### config.mk
export PLATFORM = sky130hd
export DESIGN_NAME = tree_mult_pipe
export DESIGN_NICKNAME = d
export VERILOG_FILES = /design/src/rtl/tree_mult_pkg.sv /design/src/rtl/tree_add_level.sv /design/src/rtl/tree_mult_pipe.sv
export SDC_FILE = /design/constraint.sdc
export NUM_CORES = 1
export LEC_CHECK = 0
export BUFFER_PORTS_ARGS = -buffer_cell sky130_fd_sc_hd__buf_2
export CAP_MARGIN = 20
export CORE_MARGIN = 2
export CORE_UTILIZATION = 60
export DETAILED_ROUTE_END_ITERATION = 6
export PLACE_DENSITY = 0.84
export SYNTH_ARGS = -nofsm -noshare
export SYNTH_HDL_FRONTEND = slang
export SYNTH_SLANG_ARGS = --single-unit
### constraint.sdc
create_clock -name clk -period 6.5 [get_ports clk]
set_input_delay 1.3 -clock clk [delete_from_list [all_inputs] [get_ports clk]]
set_output_delay 1.3 -clock clk [all_outputs]
set_load 0.005 [all_outputs]
### src/rtl/tree_mult_pkg.sv
// tree_mult_pkg: shared sizing helpers and types for the pipelined adder-tree multiplier
package tree_mult_pkg;
    localparam int N_DEF = 8;
    localparam int N_MAX = 32;
    function automatic int tree_lvl(input int n);
        return $clog2(n);
    endfunction
    function automatic int tree_stages(input int n);
        return tree_lvl(n) + 2;
    endfunction
    localparam int STAGES = tree_stages(N_DEF);
    typedef logic [2*N_MAX-1:0] psum_max_t;
endpackage

### src/rtl/tree_add_level.sv
// tree_add_level: one registered adder-tree level; sums adjacent input pairs under a shared enable
//   clk, rst (async, active high), i_en (pipeline advance), i_valid / o_valid (stage valid),
//   i_d: 2*PAIRS words of W bits, o_sum: PAIRS registered sums (wrap modulo 2^W)
module tree_add_level
    import tree_mult_pkg::*;
#(
    parameter int W     = 16,
    parameter int PAIRS = 1
) (
    input  logic                       clk,
    input  logic                       rst,
    input  logic                       i_en,
    input  logic                       i_valid,
    input  logic [2*PAIRS-1:0][W-1:0]  i_d,
    output logic [PAIRS-1:0][W-1:0]    o_sum,
    output logic                       o_valid
);
    logic [PAIRS-1:0][W-1:0] r_sum;
    logic                    r_valid;
    always_ff @(posedge clk or posedge rst) begin
        if (rst) begin
            r_sum   <= '0;
            r_valid <= 1'b0;
        end else if (i_en) begin
            r_valid <= i_valid;
            for (int p = 0; p < PAIRS; p++) r_sum[p] <= i_d[2*p] + i_d[2*p+1];
        end
    end
    assign o_sum   = r_sum;
    assign o_valid = r_valid;
endmodule

### src/rtl/tree_mult_pipe.sv
// tree_mult_pipe: fully pipelined N x N multiplier, partial products reduced by a registered binary adder tree
//   clk, rst (async, active high)
//   in_valid/in_ready, a, b, in_signed: operand handshake (in_signed travels with the operands)
//   out_valid/out_ready, P: 2N-bit product handshake
//   Latency LVL+2 registers; one global stall (in_ready = !out_valid || out_ready) freezes every stage.
//   Macro TREE_MULT_SIGNED_EN: when defined, in_signed selects two's-complement operation;
//   when undefined in_signed is ignored and only unsigned logic is built.
module tree_mult_pipe
    import tree_mult_pkg::*;
#(
    parameter int N = 8
) (
    input  logic           clk,
    input  logic           rst,
    input  logic           in_valid,
    output logic           in_ready,
    input  logic [N-1:0]   a,
    input  logic [N-1:0]   b,
    input  logic           in_signed,
    output logic           out_valid,
    input  logic           out_ready,
    output logic [2*N-1:0] P
);
    localparam int LVL = tree_lvl(N);
    localparam int W   = 2 * N;
    typedef logic [W-1:0] word_t;

    logic          w_adv;
    logic [N-1:0]  r_a;
    logic [N-1:0]  r_b;
    logic          r_v0;
    word_t [N-1:0] w_pp;
    word_t [N-1:0] r_pp;
    word_t         w_a_ext;
    logic          r_v1;

    assign w_adv    = !out_valid || out_ready;
    assign in_ready = w_adv;

`ifdef TREE_MULT_SIGNED_EN
    logic r_sgn;
    always_ff @(posedge clk or posedge rst) begin
        if (rst) r_sgn <= 1'b0;
        else if (w_adv) r_sgn <= in_signed;
    end
`else
    logic w_unused_sgn;
    assign w_unused_sgn = in_signed;
`endif

    // Stage 0: operand capture; a non-accept cycle loads a bubble (valid low)
    always_ff @(posedge clk or posedge rst) begin
        if (rst) begin
            r_a  <= '0;
            r_b  <= '0;
            r_v0 <= 1'b0;
        end else if (w_adv) begin
            r_a  <= a;
            r_b  <= b;
            r_v0 <= in_valid;
        end
    end

    // Partial products; in signed mode the MSB row carries weight -2^(N-1), hence the negation
    always_comb begin
`ifdef TREE_MULT_SIGNED_EN
        w_a_ext = r_sgn ? {{N{r_a[N-1]}}, r_a} : {{N{1'b0}}, r_a};
`else
        w_a_ext = {{N{1'b0}}, r_a};
`endif
        for (int i = 0; i < N; i++) w_pp[i] = (w_a_ext & {W{r_b[i]}}) << i;
`ifdef TREE_MULT_SIGNED_EN
        w_pp[N-1] = r_sgn ? -w_pp[N-1] : w_pp[N-1];
`endif
    end

    // Stage 1: partial-product register
    always_ff @(posedge clk or posedge rst) begin
        if (rst) begin
            r_pp <= '0;
            r_v1 <= 1'b0;
        end else if (w_adv) begin
            r_pp <= w_pp;
            r_v1 <= r_v0;
        end
    end

    // Stages 2..LVL+1: each tree level halves the word count
    for (genvar k = 1; k <= LVL; k++) begin : g_lvl
        word_t [(N>>k)-1:0] w_sum;
        logic               w_v;
        if (k == 1) begin : g_first
            tree_add_level #(.W(W), .PAIRS(N >> k)) u_lvl (
                .clk     (clk),
                .rst     (rst),
                .i_en    (w_adv),
                .i_valid (r_v1),
                .i_d     (r_pp),
                .o_sum   (w_sum),
                .o_valid (w_v)
            );
        end else begin : g_next
            tree_add_level #(.W(W), .PAIRS(N >> k)) u_lvl (
                .clk     (clk),
                .rst     (rst),
                .i_en    (w_adv),
                .i_valid (g_lvl[k-1].w_v),
                .i_d     (g_lvl[k-1].w_sum),
                .o_sum   (w_sum),
                .o_valid (w_v)
            );
        end
    end

    assign P         = g_lvl[LVL].w_sum[0];
    assign out_valid = g_lvl[LVL].w_v;
endmodule

==> results.yml, run 1 <==
routing:
  drt_first_pass_iters: 5
  num_vias: 6597
  vias_per_cell: 5.70
  drc: 0
  drt_wl_total_um: 17500
  post_drt_wl_per_cell_um: 15.1
  drtIter0Drc: 433
  final_antenna_net_count: 0
timing:
  hold_violations: 0
  setup_violations: 0
  fin_setup_tns_ns: 0
  worst_pin_slew_ns: 1.01
  rsz0062_at_grt: "no"
  setup_ws_ns: 2.35
  drv_slew: 0
  slew_headroom_pct: 32.6
  hold_slack_ns: 0.463
  max_freq_ghz: 0.241
  min_period_ns: 4.15
  fin_crit_sh_pct: 63.9
  skew_ns: 0.00628
min_path:
  worstHoldPathType: "flip-flop to flip-flop"
global_route:
  grt_pass1_vias: 6446
  globalRoute.totalOverflow: 0
  grtUsageTotal_pct: 25.2
  antenna_found_initial: 0
  grt_pass1_wl_um: 30100
  grt_start_max_net_pins: 105
synthesis:
  postSynth.asyncResetShare_pct: 100
  synth_warnings: 0
  syn_nets: 1042
  synth_top_area_cell: "dfrtp_1"
  yosysSeqAreaShare_pct: 48.3
  netlist_top_cells_area: "dfrtp_1, nand2_1, ha_1"
  yosysUniqueCellTypes: 49
  synth-main-ff-cell: "dfrtp_1"
  synth-edff-count: 0
  netlist.area_leader.share_pct: 48.3
  synth.cell_area_um2: 8590
  syn_area_per_cell_um2: 8.94
  synth_cells: 961
  ys_ff_latch: 166
job:
  cap_viol_max_count: 0
clocking:
  cts_made_buffers: 17
  htree_levels: 4
  post-cts-setup-buffers: 0
  cts.path.max_buffers: 2
  tritoncts: "built"
  clkTransAtPathRegs_ns: 0.06
  clock_sinks: 166
  cts_resized: 0
  root_buffer: "clkbuf_16"
  cts_hold_buf: 0
  clk_latency_ns: 0.43
setup_path:
  crit_path_end_kind: "output pin"
  worstPathRequired_ns: 5.20
  critPathKind: "input pin to output pin"
  crit_arrival_ns: 2.85
  worstSetupStartpointType: "input pin"
  critPathMaxFanout: 70
finish:
  antennaDiodeCount: 0
  fin_area_um2: 9450
  fillers: 1087
  final_cell_mix: "nand2_1, dfrtp_1, nand3_1, ha_1, o21ai_0"
  final_nets: 1046
  synthToLayoutAreaGrowth_pct: 9.91
  drive_gt1_share_pct: 8.80
  final_common_cell: "nand2_1"
placed_design:
  io_buffers: 37
  dp_slack_ns: 2.32
  gp_congestion: 0.809
  place_area_um2: 8820
  hpwl_um: 11400
floorplanning:
  start_util_pct: 61.7
  die_w_um: 124
  die_y_um: 124
  rows: 43
  io_pins: 39
  die-area_um2: 15300
  coreArea_um2: 13900
power:
  irDropWorstVdd_v: 0.000268
  leakage_uw: 0.00490
  powerDensity_nw_per_um2: 511
outcome:
  outcome: "complete, no violations"
==> metal layers <==
layer	global-route usage [%]	vias up	wire length, µm
met5	0	-	0
met4	9.52	0	332
met3	4.62	29	777
met2	40.0	149	8500
met1	34.7	3152	7890
li1	-	3267	-
==> stage by stage <==
stage	instances	power [µW]	utilization, %
3_5_place_dp	1126	3730	63.3
3_3_place_gp	1126	3640	63.3
2_1_floorplan	961	3270	-
5_1_grt	1157	5220	67.8
6_report	1157	4830	67.8
4_1_cts	1157	4840	67.8
==> power by group <==
part / leakage, µW / switching [µW] / internal (µW)
Sequential: 0.00211 / 345 / 1460
Combinational: 0.00248 / 1140 / 818
Clock: 0.000308 / 417 / 645
==> flip-flops by register name (all words and copies together) (netlist names) <==
register	cells
g_lvl.g_first.u_lvl.o_sum	40
g_lvl.g_first.u_lvl.o_valid	1
g_lvl.g_next.u_lvl.o_sum	41
g_lvl.g_next.u_lvl.o_valid	2
r_a	8
r_b	8
r_pp	64
r_v0	1
r_v1	1
==> cells in the mapped netlist (all sizes together) (2+ instances only) <==
cell type  instances
a21o              12
a21oi             41
or2                3
dfrtp            166
or3                4
o21a               5
xor2              25
a211oi            14
nand3             71
ha                53
xnor2              7
o31ai              6
nand2b             3
nand2            297
a221oi             2
buf               25
fa                 7
o2111ai            3
o21bai             7
o311ai             2
clkbuf            31
o211ai             9
nor3              12
nor3b              2
o311a              3
nor2b              4
and3               5
o21ai             44
nor2              41
o31a               9
nand4              2
nor4b              3
inv               25
a31oi              7
o211a              2
==> kinds of logic after synthesis <==
family	after synthesis	synth area share [%]
AO/OA/AOI/OAI	169	13.0
XOR/XNOR	32	3.26
adder cells (fa/ha/maj)	60	9.35
AND/OR/NAND/NOR	451	22.0
multiplexers	2	0.247
flip-flops	166	48.3
buffers and inverters	81	3.76
==> worst paths after layout <==
path	startpoint	to	slack, ns	cells past startpoint
worst max-delay path	out_ready	in_ready	2.35	4
worst min-delay path	g_lvl[3].g_next.u_lvl.o_sum[3]	g_lvl[3].g_next.u_lvl.o_sum[3]	0.46	2
worst max register to register	g_lvl[3].g_next.u_lvl.o_valid	g_lvl[2].g_next.u_lvl.o_sum[10]	3.82	5
worst min register to register	g_lvl[3].g_next.u_lvl.o_sum[3]	g_lvl[3].g_next.u_lvl.o_sum[3]	0.46	2
max in group asynchronous	rst	g_lvl[1].g_first.u_lvl.o_sum[45]	4.06	3
min in group asynchronous	rst	g_lvl[3].g_next.u_lvl.o_sum[5]	1.04	2
==> critical path, stage by stage <==
cell and delay (ns):
buf_2 0.11, nor2b_4 0.67, inv_4 0.47, buf_2 0.27
==> final cells by class <==
cell class	instances	area, µm²	area share, %
well taps	180	225	2.38
repair buffers	41	215	2.28
inverters	25	101	1.07
multi-input cells	714	4130	43.7
flip-flops and latches	166	4150	44.0
clock inverters	14	200	2.12
clock buffers	17	425	4.50
(Power assumes the default switching activity.)
==> run 2, diff against run 1 <==
--- a/config.mk
+++ b/config.mk
@@ -8,9 +8,9 @@
 export BUFFER_PORTS_ARGS = -buffer_cell sky130_fd_sc_hd__buf_2
 export CAP_MARGIN = 20
 export CORE_MARGIN = 2
-export CORE_UTILIZATION = 60
+export CORE_UTILIZATION = 56
 export DETAILED_ROUTE_END_ITERATION = 6
-export PLACE_DENSITY = 0.84
+export PLACE_DENSITY = 0.82
 export SYNTH_ARGS = -nofsm -noshare
 export SYNTH_HDL_FRONTEND = slang
 export SYNTH_SLANG_ARGS = --single-unit
==> constraint.sdc (replaced) <==
create_clock -name clk -period 3.4 [get_ports clk]
set_input_delay 0.68 -clock clk [delete_from_list [all_inputs] [get_ports clk]]
set_output_delay 0.68 -clock clk [all_outputs]
set_load 0.005 [all_outputs]
==> run 2 against run 1 <==
  * Combinational power increased by 91%
  * Largest cell class unchanged
  * Critical path depth decreased by 1
  * Sequential share of layout area decreased by 0.20 points
  * Wire length decreased by 1.7%
  * Flip-flop and latch count unchanged
  * Total power increased by 88%
  * Critical endpoint unchanged
  * Clock-buffer cell count increased by 4
  * Hold slack got worse by 0.15 ns
  * Setup slack got worse by 1.3 ns
  * Via count decreased by 2.3%
  * Clock skew increased by 0.0015 ns
  * Global-route usage decreased by 2.7 points
==> results.yml, run 2 (same netlist as run 1, synthesis figures left out) <==
outcome:
  outcome: "complete, no violations"
global_route:
  globalRoute.totalOverflow: 0
  antenna_found_initial: 0
  grt_start_max_net_pins: 191
  grtUsageTotal_pct: 22.5
  grt_pass1_vias: 6244
  grt_pass1_wl_um: 29400
timing:
  skew_ns: 0.00782
  worst_pin_slew_ns: 0.778
  slew_headroom_pct: 48.1
  drv_slew: 0
  fin_crit_sh_pct: 70.2
  setup_violations: 0
  min_period_ns: 2.39
  hold_violations: 0
  max_freq_ghz: 0.419
  rsz0062_at_grt: "no"
  fin_setup_tns_ns: 0
finish:
  final_common_cell: "nand2_1"
  stdcell_count: 1169
  largest_register_ffs: 64
  final_nets: 1049
  synthToLayoutAreaGrowth_pct: 10.4
  fillers: 1273
  drive_gt1_share_pct: 8.97
  largest_register: "r_pp"
  antennaDiodeCount: 0
  final_cell_mix: "nand2_1, dfrtp_1, nand3_1, ha_1, o21ai_0"
setup_path:
  worstPathRequired_ns: 2.72
  critPathMaxFanout: 66
  worstSetupStartpointType: "flip-flop"
  crit_arrival_ns: 1.71
  crit_path_end_kind: "output pin"
  critPathKind: "flip-flop to output pin"
clocking:
  cts_made_buffers: 17
  root_buffer: "clkbuf_16"
  cts.path.max_buffers: 2
  tritoncts: "built"
  clkTransAtPathRegs_ns: 0.06
  post-cts-setup-buffers: 0
  cts_hold_buf: 0
  clock_sinks: 166
  clk_latency_ns: 0.44
  cts_resized: 0
  htree_levels: 4
placed_design:
  place_inst: 1137
  gp_congestion: 0.796
  hpwl_um: 11400
  io_buffers: 37
floorplanning:
  die-area_um2: 16400
  die_y_um: 128
  die_w_um: 128
  rows: 45
  start_util_pct: 57.0
  io_pins: 39
  coreArea_um2: 15100
routing:
  drtIter0Drc: 511
  final_antenna_net_count: 0
  vias_per_cell: 5.52
  num_vias: 6448
  post_drt_wl_per_cell_um: 14.7
  drc: 0
  drt_wl_total_um: 17200
  drt_first_pass_iters: 6
min_path:
  worstHoldPathType: "input pin to async pin"
power:
  irDropWorstVdd_v: 0.000525
  powerDensity_nw_per_um2: 957
  leakage_uw: 0.00490
job:
  cap_viol_max_count: 0
-- run 2: changes by cell type in the layout (fill, tap and decap cells not counted), sizes merged --
| cell | delta |
|---|---|
| buf | +3 |
| bufinv | -2 |
| clkinvlp | +5 |
| clkinv | -2 |
| inv | -4 |
| clkbuf | +4 |
-- run 2: final timing paths --
path                                           startpoint                               to  slack (ns)  cells after the start
max                         g_lvl[3].g_next.u_lvl.o_valid                         in_ready        1.01                      3
min                                                   rst  g_lvl[2].g_next.u_lvl.o_sum[20]        0.31                      2
max reg2reg                g_lvl[2].g_next.u_lvl.o_sum[4]  g_lvl[3].g_next.u_lvl.o_sum[14]        1.12                      7
min reg2reg                g_lvl[3].g_next.u_lvl.o_sum[3]   g_lvl[3].g_next.u_lvl.o_sum[3]        0.46                      2
max in group asynchronous                             rst                         r_pp[92]        2.37                      3
min in group clk                                     a[7]                           r_a[7]        0.44                      3
-- run 2: per-layer routing --
layer,share of wire [%],vias to the layer above,GRT usage [%]
met2,47,124,35.8
met1,47,3029,31.0
li1,-,3270,-
met4,1.6,0,7.56
met5,0,-,0
met3,3.8,25,4.55
-- run 2: cell type report --
| type | count | area, µm² | share of cell area [%] |
|---|---|---|---|
| timing repair buffer | 44 | 288 | 3.03 |
| multi-input combinational | 714 | 4130 | 43.5 |
| clock inverter | 11 | 126 | 1.33 |
| tap | 188 | 235 | 2.48 |
| inverter | 25 | 100 | 1.05 |
| sequential | 166 | 4150 | 43.8 |
| clock buffer | 21 | 460 | 4.85 |
-- run 2: report_power, final --
group	switching (µW)	internal [µW]	total [µW]
sequential	652	2790	3440
combinational	2160	1580	3740
clock	783	1120	1900
total	3590	5490	9080
-- run 2: critical path: stages, from the launching register on --
cell     delay [ns]
dfrtp_1        0.38
nor2b_4        0.15
inv_4          0.50
buf_2          0.23
-- run 2: per-stage QoR --
step	hold WS [ns]	util [%]	cell area, µm²	worst slack (ns)	power (µW)
floorplan	0.430	-	8600	0.607	6250
global placement	0.449	59.0	8900	1.16	6990
detailed placement	0.454	59.0	8900	1.14	7160
CTS	0.312	62.9	9490	0.993	9120
global route	0.342	62.9	9490	0.918	9820
finish	0.309	62.9	9490	1.01	9080
==> run 3, diff against run 2 <==
--- a/config.mk
+++ b/config.mk
@@ -5,12 +5,13 @@
 export SDC_FILE = /design/constraint.sdc
 export NUM_CORES = 1
 export LEC_CHECK = 0
+export ABC_AREA = 1
 export BUFFER_PORTS_ARGS = -buffer_cell sky130_fd_sc_hd__buf_2
 export CAP_MARGIN = 20
 export CORE_MARGIN = 2
-export CORE_UTILIZATION = 56
+export CORE_UTILIZATION = 60
 export DETAILED_ROUTE_END_ITERATION = 6
-export PLACE_DENSITY = 0.82
+export PLACE_DENSITY = 0.84
 export SYNTH_ARGS = -nofsm -noshare
 export SYNTH_HDL_FRONTEND = slang
 export SYNTH_SLANG_ARGS = --single-unit
==> constraint.sdc (replaced) <==
create_clock -name clk -period 2.2 [get_ports clk]
set_input_delay 0.44 -clock clk [delete_from_list [all_inputs] [get_ports clk]]
set_output_delay 0.44 -clock clk [all_outputs]
set_load 0.005 [all_outputs]
==> run 3 against run 2 <==
  * Hold slack worse by 0.10 ns
  * Core utilization increased by 5.6 points
  * Global-route usage increased by 3.1 points
  * Wire length grew 9.6%
  * Critical path type unchanged
==> results.yml, run 3 <==
outcome:
  outcome: "complete, no violations"
synthesis:
  synthSimpleGateAreaFrac_pct: 25.0
  synth_xor_area_share_pct: 0.789
  synth_warnings: 0
  netlist.area_leader.share_pct: 46.8
  synth_fa_ha_area_share_pct: 9.04
  postSynth.asyncResetShare_pct: 100
  ys_top_cells_by_count: "nand2_1, dfrtp_1, inv_1, o21ai_0, nand3_1"
  synthMuxAreaShare_pct: 0
  synth-main-ff-cell: "dfrtp_1"
  synth_cells: 1119
  yosysUniqueCellTypes: 34
  yosysSeqAreaShare_pct: 46.8
  synth_top_area_cell: "dfrtp_1"
  synth_compound_area_share_pct: 11.5
  ys_ff_latch: 166
  syn_area_per_cell_um2: 7.94
  netlist_top_cells_area: "dfrtp_1, nand2_1, ha_1"
  synth-edff-count: 0
  synth_most_common_cell: "nand2_1"
  synth.cell_area_um2: 8880
  syn_nets: 1200
  synth_top_family_by_area: "simple AND/OR/NAND/NOR gates"
finish:
  final_cell_mix: "nand2_1, dfrtp_1, o21ai_0, inv_1, nand3_1"
  final_nets: 1226
  antennaDiodeCount: 0
  final_common_cell: "nand2_1"
  stdcell_count: 1342
  largest_register_ffs: 64
  drive_gt1_share_pct: 7.43
  fin_area_um2: 9920
  largest_register: "r_pp"
  synthToLayoutAreaGrowth_pct: 11.6
global_route:
  grtUsageTotal_pct: 25.6
  antenna_found_initial: 0
  grt_start_max_net_pins: 98
  grt_pass1_vias: 7142
  grt_pass1_wl_um: 33000
  globalRoute.totalOverflow: 0
clocking:
  htree_levels: 4
  clock_sinks: 166
  clk_latency_ns: 0.43
  clkTransAtPathRegs_ns: 0.07
  root_buffer: "clkbuf_16"
  tritoncts: "built"
  cts.path.max_buffers: 2
  cts_made_buffers: 17
setup_path:
  crit_path_end_kind: "output pin"
  slowest_stage: "dfrtp_1"
  worstSetupStartpointType: "flip-flop"
  worstPathCellList: "inv_1 -> nor2_4 -> clkinv_2 -> buf_2"
  critPathKind: "flip-flop to output pin"
  ff2ff_path_depth: 9
  reg2reg_slack_ns: 0.34
  worst-path-stages: 4
  cp_num_buf_inv: 3
  cpPeakStageDelay_ns: 0.34
  cp_top_family: "buffers and inverters"
  critPathMaxFanout: 19
  reg2reg_from: "r_pp[1]"
  crit_arrival_ns: 1.55
  r2r-end: "g_lvl[1].g_first.u_lvl.o_sum[7]"
  worstPathRequired_ns: 1.76
placed_design:
  gp_congestion: 0.864
  hpwl_um: 13100
  place_area_um2: 9260
  io_buffers: 37
  place_inst: 1309
power:
  irDropWorstVdd_v: 0.000805
  leakage_uw: 0.00517
  powerDensity_nw_per_um2: 1440
  power.total_uw: 14300
timing:
  hold_violations: 0
  min_period_ns: 1.99
  drv_slew: 0
  slew_headroom_pct: 69.5
  skew_ns: 0.00799
  worst_pin_slew_ns: 0.458
  setup_violations: 0
  max_freq_ghz: 0.503
  rsz0062_at_grt: "no"
  hold_slack_ns: 0.206
  fin_crit_sh_pct: 90.4
floorplanning:
  die_y_um: 126
  io_pins: 39
  die-area_um2: 15800
  die_w_um: 126
  rows: 44
  start_util_pct: 61.3
  coreArea_um2: 14500
routing:
  drt_wl_total_um: 18900
  drc: 0
  drtIter0Drc: 438
  vias_per_cell: 5.48
  final_antenna_net_count: 0
  num_vias: 7349
  drt_first_pass_iters: 5
  post_drt_wl_per_cell_um: 14.1
min_path:
  min-delay-start: "a[6]"
  hold_end: "r_a[6]"
  hold_depth: 3
  worstHoldPathType: "input pin to flip-flop"
job:
  cap_viol_max_count: 0
-- run 3: changes by cell type after synthesis, sizes merged, moves of 11 or more --
cell    delta
a21o      -11
nand2    +108
inv       +86
o21ai     +68
a21oi     -20
o31ai     +15
clkbuf    -24
a211oi    -14
nor3      -11
xor2      -22
-- run 3: layer usage --
metal	wire (µm)	vias to the layer above	global-route usage [%]
met5	0	-	0
met4	382	0	9.22
li1	-	3675	-
met3	943	36	4.38
met1	8500	3414	33.8
met2	9030	224	42.9
-- run 3: how the worst max path moves through the flow --
stage / endpoint / startpoint / slack, ns
finish: in_ready / g_lvl[3].g_next.u_lvl.o_valid / 0.21
global route: in_ready / g_lvl[3].g_next.u_lvl.o_valid / 0.14
CTS: in_ready / g_lvl[3].g_next.u_lvl.o_valid / 0.21
detailed placement: g_lvl[1].g_first.u_lvl.o_sum[43] / r_pp[69] / 0.39
global placement: g_lvl[1].g_first.u_lvl.o_sum[26] / out_ready / 0.43
floorplan: g_lvl[1].g_first.u_lvl.o_sum[0] / rst / -0.35
-- run 3: tightest hold or removal path, stage by stage --
cell and delay, ns:
buf_2 0.07, nand2_1 0.04, nand2_1 0.04
-- run 3: where the power goes --
group / switching (µW) / internal [µW] / leakage [µW]
logic: 3640 / 2190 / 0.00275
registers: 930 / 4270 / 0.00212
clock network: 1190 / 2040 / 0.000307
total: 5760 / 8510 / 0.00517
-- run 3: cells by family after synthesis --
group / Yosys count
and+or+nand+nor: 549
AOI/OAI and AO/OA: 182
DFF: 166
buffers and inverters: 154
adders and majority gates: 60
xor gates and xnor gates: 8
-- run 3: cell type report --
class	count	area [µm²]
clock inverters	12	200
flip-flops and latches	166	4150
multi-input cells	799	4110
clock buffers	20	447
repair buffers	48	345
well taps	184	230
inverters	113	429
fillers	1158	4560
-- run 3: through the flow --
stage / setup TNS (ns) / worst slack, ns / utilization (%)
4_1_cts: 0 / 0.206 / 68.5
3_3_place_gp: 0 / 0.425 / 64.0
5_1_grt: 0 / 0.144 / 68.5
3_5_place_dp: 0 / 0.392 / 64.0
6_report: 0 / 0.211 / 68.5
2_1_floorplan: -58.56 / -0.353 / -
-- run 3: repair_timing --
action,4_1_cts,5_1_grt
hold endpoints to repair,7,0
buffers inserted,0,0
resized for setup,0,0
hold buffers,1,0
